<file path="src/rtl/kfps2kb_pkg.sv">
// Shared types and constants for the PS/2 keyboard receive path.
package kfps2kb_pkg;

    localparam int unsigned DATA_W    = 8;
    localparam int unsigned BIT_CNT_W = 3;
    localparam int unsigned TIMEOUT_W = 16;

    localparam logic [TIMEOUT_W-1:0] DEFAULT_DEVICE_IN_TIMEOUT = 16'd4000;

    typedef enum logic [2:0] {
        RX_IDLE     = 3'd0,
        RX_DATA     = 3'd1,
        RX_PARITY   = 3'd2,
        RX_STOP     = 3'd3,
        RX_COMPLETE = 3'd4
    } rx_state_e;

    // Odd parity: the nine received bits must hold an odd number of ones.
    function automatic logic odd_parity_error(input logic [DATA_W-1:0] data, input logic parity);
        return ~(^data ^ parity);
    endfunction

endpackage

</file>
<file path="src/rtl/kfps2kb_sync_edge.sv">
// Two-flop synchronizer with falling-edge detect for a raw PS/2 line.
module kfps2kb_sync_edge (
    input  logic clock,
    input  logic reset_n,
    input  logic din,
    output logic synced,
    output logic fall_edge_c
);

    logic meta_q;
    logic sync_q;
    logic prev_q;

    // Reset to 1 so an idle (pulled-up) bus produces no spurious edge.
    always_ff @(negedge clock or negedge reset_n) begin
        if (!reset_n) begin
            meta_q <= 1'b1;
            sync_q <= 1'b1;
            prev_q <= 1'b1;
        end else begin
            meta_q <= din;
            sync_q <= meta_q;
            prev_q <= sync_q;
        end
    end

    assign synced      = sync_q;
    assign fall_edge_c = prev_q & ~sync_q;

endmodule

</file>
<file path="src/rtl/kfps2kb_receive_data.sv">
// PS/2 device-to-host frame receiver: start, 8 data bits LSB first, odd parity, stop.
module kfps2kb_receive_data
    import kfps2kb_pkg::*;
#(
    parameter logic [15:0] device_in_timeout = DEFAULT_DEVICE_IN_TIMEOUT
) (
    input  logic              clock,
    input  logic              reset_n,
    input  logic              device_clock,
    input  logic              device_data,
    input  logic              receive_inhibit,
    input  logic              clear_request,
    output logic [DATA_W-1:0] receive_data,
    output logic              receive_flag,
    output logic              parity_error,
    output logic              framing_error,
    output logic              overrun_error,
    output logic              timeout_error,
    output logic              receiving_flag
);

    logic                 dev_clk_synced;
    logic                 dev_clk_edge_c;
    logic                 data_meta_q;
    logic                 data_sync_q;

    rx_state_e            state_q,   state_n;
    logic [BIT_CNT_W-1:0] bit_cnt_q, bit_cnt_n;
    logic [DATA_W-1:0]    shift_q,   shift_n;
    logic                 parity_q,  parity_n;
    logic                 stop_q,    stop_n;
    logic [TIMEOUT_W-1:0] tmo_cnt_q, tmo_cnt_n;
    logic [DATA_W-1:0]    rx_data_n;
    logic                 rx_flag_n, par_err_n, frm_err_n, ovr_err_n, tmo_err_n;

    kfps2kb_sync_edge u_clk_sync (
        .clock       (clock),
        .reset_n     (reset_n),
        .din         (device_clock),
        .synced      (dev_clk_synced),
        .fall_edge_c (dev_clk_edge_c)
    );

    // Data line only needs synchronizing; it is sampled on device_clock edges.
    always_ff @(negedge clock or negedge reset_n) begin
        if (!reset_n) begin
            data_meta_q <= 1'b1;
            data_sync_q <= 1'b1;
        end else begin
            data_meta_q <= device_data;
            data_sync_q <= data_meta_q;
        end
    end

    always_ff @(negedge clock or negedge reset_n) begin
        if (!reset_n) begin
            state_q        <= RX_IDLE;
            bit_cnt_q      <= '0;
            shift_q        <= '0;
            parity_q       <= 1'b0;
            stop_q         <= 1'b0;
            tmo_cnt_q      <= '0;
            receive_data   <= 8'h00;
            receive_flag   <= 1'b0;
            parity_error   <= 1'b0;
            framing_error  <= 1'b0;
            overrun_error  <= 1'b0;
            timeout_error  <= 1'b0;
            receiving_flag <= 1'b0;
        end else begin
            state_q        <= state_n;
            bit_cnt_q      <= bit_cnt_n;
            shift_q        <= shift_n;
            parity_q       <= parity_n;
            stop_q         <= stop_n;
            tmo_cnt_q      <= tmo_cnt_n;
            receive_data   <= rx_data_n;
            receive_flag   <= rx_flag_n;
            parity_error   <= par_err_n;
            framing_error  <= frm_err_n;
            overrun_error  <= ovr_err_n;
            timeout_error  <= tmo_err_n;
            receiving_flag <= (state_n != RX_IDLE);
        end
    end

    always_comb begin
        state_n   = state_q;
        bit_cnt_n = bit_cnt_q;
        shift_n   = shift_q;
        parity_n  = parity_q;
        stop_n    = stop_q;
        tmo_cnt_n = tmo_cnt_q;
        rx_data_n = receive_data;
        rx_flag_n = receive_flag;
        par_err_n = parity_error;
        frm_err_n = framing_error;
        ovr_err_n = overrun_error;
        tmo_err_n = timeout_error;

        // Consumer acknowledge; a completing frame below may re-set the flag.
        if (clear_request) begin
            rx_flag_n = 1'b0;
            ovr_err_n = 1'b0;
            tmo_err_n = 1'b0;
        end

        if (receive_inhibit) begin
            state_n   = RX_IDLE;
            bit_cnt_n = '0;
            tmo_cnt_n = '0;
        end else begin
            case (state_q)
                RX_IDLE: begin
                    tmo_cnt_n = '0;
                    if (dev_clk_edge_c && !data_sync_q) begin
                        state_n   = RX_DATA;
                        bit_cnt_n = '0;
                    end
                end
                RX_DATA, RX_PARITY, RX_STOP: begin
                    if (dev_clk_edge_c) begin
                        tmo_cnt_n = '0;
                        if (state_q == RX_DATA) begin
                            shift_n   = {data_sync_q, shift_q[DATA_W-1:1]};
                            bit_cnt_n = bit_cnt_q + 3'd1;
                            if (bit_cnt_q == 3'd7) state_n = RX_PARITY;
                        end else if (state_q == RX_PARITY) begin
                            parity_n = data_sync_q;
                            state_n  = RX_STOP;
                        end else begin
                            stop_n  = data_sync_q;
                            state_n = RX_COMPLETE;
                        end
                    end else if (tmo_cnt_q == device_in_timeout) begin
                        state_n   = RX_IDLE;
                        tmo_cnt_n = '0;
                        tmo_err_n = 1'b1;
                    end else begin
                        tmo_cnt_n = tmo_cnt_q + 16'd1;
                    end
                end
                RX_COMPLETE: begin
                    state_n   = RX_IDLE;
                    tmo_cnt_n = '0;
                    if (!receive_flag || clear_request) begin
                        rx_data_n = shift_q;
                        par_err_n = odd_parity_error(shift_q, parity_q);
                        frm_err_n = ~stop_q;
                        rx_flag_n = 1'b1;
                    end else begin
                        ovr_err_n = 1'b1;
                    end
                end
                default: begin
                    state_n   = RX_IDLE;
                    tmo_cnt_n = '0;
                end
            endcase
        end
    end

endmodule

</file>
<file path="config.mk">
export PLATFORM = sky130hd
export DESIGN_NAME = kfps2kb_receive_data
export DESIGN_NICKNAME = d
export VERILOG_FILES = /design/src/rtl/kfps2kb_pkg.sv /design/src/rtl/kfps2kb_sync_edge.sv /design/src/rtl/kfps2kb_receive_data.sv
export SDC_FILE = /design/constraint.sdc
export NUM_CORES = 1
export LEC_CHECK = 0
export CORE_UTILIZATION = 45
export DETAILED_ROUTE_END_ITERATION = 10
export DONT_BUFFER_PORTS = 1
export RECOVER_POWER = 100
export SLEW_MARGIN = 20
export SYNTH_ARGS = -nofsm -noshare
export SYNTH_HDL_FRONTEND = slang
export SYNTH_SLANG_ARGS = --single-unit
</file>
<file path="constraint.sdc">
create_clock -name clock -period 2 [get_ports clock]
set_clock_uncertainty 0.05 [all_clocks]
set_input_delay 0.1 -clock clock [delete_from_list [all_inputs] [get_ports clock]]
set_output_delay 0.1 -clock clock [all_outputs]
set_load 0.01 [all_outputs]
</file>
==> run_results.csv, run 1 <==
group,metric,value,unit
drt,drtIter0Drc,93,
drt,finalWirelength,3860,um
critical_path,timing.rr.start,"tmo_cnt_q[0]",
logic_synthesis,synth-seq-area-share,55.6,%
critical_path,required,1850,ps
global_routing,antenna_found_initial,0,
logic_synthesis,yosys-top-cells-count,"dfrtn_1 (46), mux2_2 (18), nor2_1 (17)",
cells_and_area,drive_gt1_share,18.5,%
drt,post_drt_wl_per_cell,13.9,um
critical_path,cp_max_fo,3,
place,dp_hpwl,2820,um
place,placement.io_buffers,0,
logic_synthesis,yosys_warnings,0,
global_routing,grt.overflow.total,0,
global_routing,grt_pass1_wl,6720,um
floorplanning,io_pins,20,
place,place.gp.congestion,0.881,
logic_synthesis,synth_area,2310,um^2
critical_path,critPathKind,"flip-flop to primary output",
sta,hold_viol_final,0,
pwr,p_leak,1.13,nW
cells_and_area,antennaDiodeCount,0,
cells_and_area,area_delta_synth_final,9.59,%
clock_tree,insertion_delay,350,ps
clock_tree,cts_buffers,5,
clock_tree,cts_resized,0,
logic_synthesis,avgSynthCellArea,11.6,um^2
drt,drt_first_pass_iters,5,
logic_synthesis,synth_edf_count,0,
floorplanning,die_area,5420,um^2
drt,antenna_left,0,
drt,avgViaCountPerCell,5.35,
clock_tree,ctsHoldBuffers,0,
logic_synthesis,synthDistinctLibCells,39,
logic_synthesis,ys_ff_latch,51,
sta,tightest_slew,458,ps
sta,fin_tns_setup,0,ps
clock_tree,cts_max_level,2,
flow_run,maxCapViolations,0,
global_routing,grt_usage,16.3,%
logic_synthesis,syn_nets,209,
hold_path,hp-start,"u_clk_sync.meta_q",
clock_tree,cts_setup_buffers,0,
clock_tree,clkSinkCount,51,
logic_synthesis,synth_top_area_share,49.9,%
logic_synthesis,yosysMostFrequentCell,"dfrtn_1",
critical_path,cp.arrival,1780,ps
hold_path,hold_class,"flip-flop to flip-flop",
sta,rsz0062_at_grt,"false",
floorplanning,rows,25,
logic_synthesis,yosys-top-cells-area,"dfrtn_1 (50%), mux2_2 (8.8%), dfstp_2 (5.7%), xnor2_1 (4.2%), nor2_1 (2.8%)",
cells_and_area,nNetsFinal,220,
pwr,vdd_ir_drop_max,340,uV
logic_synthesis,synthArstFlopShare,100,%
clock_tree,cts_root_buf,"clkbuf_8",
pwr,power.density,733,nW/um^2
logic_synthesis,ys_dominant_reg_cell,"dfrtn_1",
sta,timing.hold.ws,306,ps
critical_path,cp-start-kind,"flip-flop",
critical_path,endpoint_kind,"primary output",
clock_tree,tritoncts,"yes",
drt,drc_errors,0,
floorplanning,die_h,73.6,um
clock_tree,clock_path_buffers,2,
sta,finalSetupViolCount,0,
sta,slew_headroom,69.5,%
logic_synthesis,synthCells,199,
critical_path,setup.worst_path.start,"receive_flag",
global_routing,first_global_vias,1500,
global_routing,grt_max_degree,52,
sta,slew_violations,0,
clock_tree,clkTransAtPathRegs,60,ps
logic_synthesis,synth_top_cell_by_area,"dfrtn_1",
status,status,"finished, final reports clean",
floorplanning,start_util,47.9,%
drt,vias,1486,
floorplanning,die_w,73.6,um
floorplanning,coreArea,4820,um^2
[where the power goes]
part | internal (mW) | switching (mW) | leakage, nW
Sequential | 1.06 | 0.0178 | 0.693
Clock | 0.384 | 0.336 | 0.0818
Combinational | 0.0341 | 0.0261 | 0.357
Total | 1.47 | 0.380 | 1.13
[sequential cells by signal (all words and copies together), names as in the netlist]
| register | count |
|---|---|
| receiving_flag | 1 |
| u_clk_sync.synced | 1 |
| parity_q | 1 |
| u_clk_sync.meta_q | 1 |
| receive_flag | 1 |
| framing_error | 1 |
| state_q | 3 |
| data_meta_q | 1 |
| timeout_error | 1 |
| stop_q | 1 |
| bit_cnt_q | 3 |
| receive_data | 8 |
| parity_error | 1 |
| data_sync_q | 1 |
| overrun_error | 1 |
| u_clk_sync.prev_q | 1 |
| shift_q | 8 |
| tmo_cnt_q | 16 |
[cells in the final DEF (no fill, tap or decap), drive strengths merged, types with 2 or more instances in the layout]
cell	netlist	routed
a31oi	2	2
ha	4	4
xor2	6	6
dfstp	5	5
xnor2	11	11
mux2	18	18
nor4b	3	3
nor3	7	7
nand3	8	8
inv	8	12
nand2b	4	4
or3	3	3
dfrtn	46	46
nor4	2	2
nand4	7	7
and4	2	2
clkbuf	0	9
nand2	15	15
nor2	18	18
a21oi	4	4
o21ai	8	8
buf	6	3
[final cells by class]
class / count / area, um^2
inverter: 7 / 26.3
clock buffer: 6 / 72.6
sequential: 51 / 1280
clock inverter: 7 / 53.8
fill: 439 / 2290
tap: 67 / 83.8
multi-input combinational: 134 / 960
timing repair buffer: 6 / 51.3
[cells by family (layout without fill, tap and decap cells)]
group | after synthesis | count (layout) | share of synthesized area [%]
AND/OR/NAND/NOR | 74 | 74 | 17.8
adder cells (fa/ha/maj) | 4 | 4 | 2.17
XOR/XNOR | 18 | 18 | 7.43
multiplexers | 18 | 18 | 8.78
flip-flops | 51 | 51 | 55.6
buffers and inverters | 14 | 26 | 3.09
AO/OA/AOI/OAI | 20 | 20 | 5.20
[per-layer routing]
metal	global-route usage, %	vias up	wire length (um)
li1	-	713	-
met5	0	-	0
met4	6.20	0	41
met3	3.70	4	123
met2	27.7	25	1920
met1	20.1	744	1780
[stage by stage]
stage	power [mW]	cells	worst slack, ps	utilization (%)	area (um^2)
global placement	1.17	266	-68.2	50.4	2430
finish	1.85	278	73.7	52.5	2530
floorplan	1.16	199	-75.8	-	2330
detailed placement	1.17	266	-120	50.4	2430
CTS	1.88	278	66.1	53.0	2550
global route	1.94	278	40.2	52.5	2530
[final timing paths]
kind	to	slack [ps]	depth (start not counted)
min reg2reg	u_clk_sync.synced	310	0
max in group asynchronous	data_sync_q	1310	0
min in group asynchronous	parity_error	330	0
max	receive_flag	70	0
min	u_clk_sync.synced	310	0
max reg2reg	tmo_cnt_q[8]	140	7
(Power assumes the default switching activity.)
==> run 2: changes to the inputs <==
--- a/config.mk
+++ b/config.mk
@@ -9,6 +9,7 @@
 export DETAILED_ROUTE_END_ITERATION = 10
 export DONT_BUFFER_PORTS = 1
 export RECOVER_POWER = 100
+export REMOVE_ABC_BUFFERS = 1
 export SLEW_MARGIN = 20
 export SYNTH_ARGS = -nofsm -noshare
 export SYNTH_HDL_FRONTEND = slang
==> run_results.csv, run 2 (synthesis results as in run 1) <==
group,metric,value,unit
status,status,"finished, final reports clean",
pwr,switching_share,23.0,%
hold_path,hold_class,"flip-flop to flip-flop",
floorplanning,die_w,73.6,um
place,place.gp.congestion,0.883,
global_routing,antenna_found_initial,0,
sta,slew_headroom,71.6,%
sta,rsz0062_at_grt,"false",
critical_path,cp-start-kind,"flip-flop",
sta,slew_violations,0,
critical_path,endpoint_kind,"primary output",
place,dp_hpwl,2740,um
critical_path,cp_max_fo,2,
cells_and_area,final_common_cell,"dfrtn_1",
drt,antenna_left,0,
critical_path,required,1850,ps
clock_tree,clock_path_buffers,2,
cells_and_area,area_delta_synth_final,8.40,%
floorplanning,die_area,5420,um^2
pwr,p_sw,0.403,mW
sta,finalSetupViolCount,0,
cells_and_area,antennaDiodeCount,0,
clock_tree,clkSinkCount,51,
global_routing,grt_usage,16.3,%
critical_path,cp.arrival,1780,ps
clock_tree,insertion_delay,350,ps
clock_tree,cts_max_level,2,
floorplanning,die_h,73.6,um
place,placement.io_buffers,0,
critical_path,timing.rr.start,"u_clk_sync.synced",
floorplanning,io_pins,20,
floorplanning,rows,25,
pwr,pwr-share-seq,61.1,%
drt,drtIter0Drc,140,
drt,post_drt_wl_per_cell,14.1,um
critical_path,setup.worst_path.start,"receive_data[0]",
clock_tree,tritoncts,"yes",
pwr,power_frac_comb,3.4,%
drt,vias,1480,
hold_path,hp-start,"data_meta_q",
pwr,p_leak,1.12,nW
global_routing,grt.overflow.total,0,
global_routing,grt_pass1_wl,6650,um
pwr,internal-power,1.35,mW
pwr,power.density,701,nW/um^2
cells_and_area,nNetsFinal,221,
floorplanning,start_util,47.9,%
pwr,p_clk_share,35.5,%
clock_tree,ctsHoldBuffers,0,
cells_and_area,final_cell_mix,"dfrtn_1 (46), nor2_1 (18), mux2_2 (18)",
drt,drt_first_pass_iters,4,
cells_and_area,design_area,2500,um^2
drt,avgViaCountPerCell,5.30,
cells_and_area,drive_gt1_share,17.9,%
global_routing,first_global_vias,1417,
clock_tree,cts_root_buf,"clkbuf_8",
cells_and_area,top_register,"tmo_cnt_q",
flow_run,maxCapViolations,0,
place,dpl-instance-area,2430,um^2
pwr,p_total,1.75,mW
critical_path,critPathKind,"flip-flop to primary output",
clock_tree,cts_buffers,5,
sta,tightest_slew,426,ps
clock_tree,clkTransAtPathRegs,70,ps
pwr,vdd_ir_drop_max,334,uV
global_routing,grt_max_degree,52,
drt,finalWirelength,3930,um
drt,drc_errors,0,
cells_and_area,reg_top3,"tmo_cnt_q (16), receive_data (8), shift_q (8)",
cells_and_area,fill_cells,433,
cells_and_area,largest_reg_flops,16,
sta,hold_viol_final,0,
floorplanning,coreArea,4820,um^2
## run 2: power groups by stage
stage	logic, mW	clock network [mW]	registers [mW]
global placement	0.0600	0.0186	1.09
detailed placement	0.0617	0.0186	1.09
global route	0.0640	0.696	1.08
floorplan	0.0472	0.0186	1.09
finish	0.0589	0.624	1.07
CTS	0.0618	0.651	1.07
## run 2: layer usage
layer | wire, um | track usage [%]
met3 | 99 | 3.70
met4 | 55 | 5.77
met5 | 0 | 0
met1 | 1840 | 21.3
met2 | 1940 | 26.5
## run 2: final cells by class
cell class,count,area [um^2],share of cell area (%)
flip-flops and latches,51,1280,51.2
clock inverters,7,35.0,1.40
repair buffers,7,52.6,2.10
well taps,67,83.8,3.35
multi-input cells,134,950,38.0
clock buffers,6,72.6,2.90
inverters,7,26.3,1.05
## run 2: repair_timing
item                                   in CTS  in global routing
endpoints found under the hold margin       0                  0
resized for setup                           0                  1
buffers inserted                            0                  0
setup endpoints to repair                   0                  1
## run 2: through the flow
| step | std cells | utilization [%] | setup WS, ps | hold WS [ps] | setup TNS (ps) |
|---|---|---|---|---|---|
| 3_5_place_dp | 267 | 50.4 | -124 | 298 | -1030 |
| 5_1_grt | 279 | 51.9 | 38.3 | 300 | 0 |
| 6_report | 279 | 51.9 | 70.4 | 299 | 0 |
| 4_1_cts | 279 | 52.6 | 58.7 | 299 | 0 |
| 2_1_floorplan | 193 | - | -115 | 295 | -1470 |
| 3_3_place_gp | 267 | 50.4 | -83.4 | 297 | -723 |
## run 2: path summary, 6_finish.rpt
check	endpoint	slack, ps	cells after the start
max in group asynchronous	data_meta_q	1310	0
max	receive_data[0]	70	0
min reg2reg	data_sync_q	300	0
max reg2reg	shift_q[1]	190	5
min in group asynchronous	receive_data[2]	320	0
min	data_sync_q	300	0
## run 2: worst reg2reg max path, stage by stage, from the launching register on
cell	delay (ps)
dfstp_1	540
nand2b_1	220
nor2_1	80
nand3_1	100
clkbuf_2	250
mux2_2	370
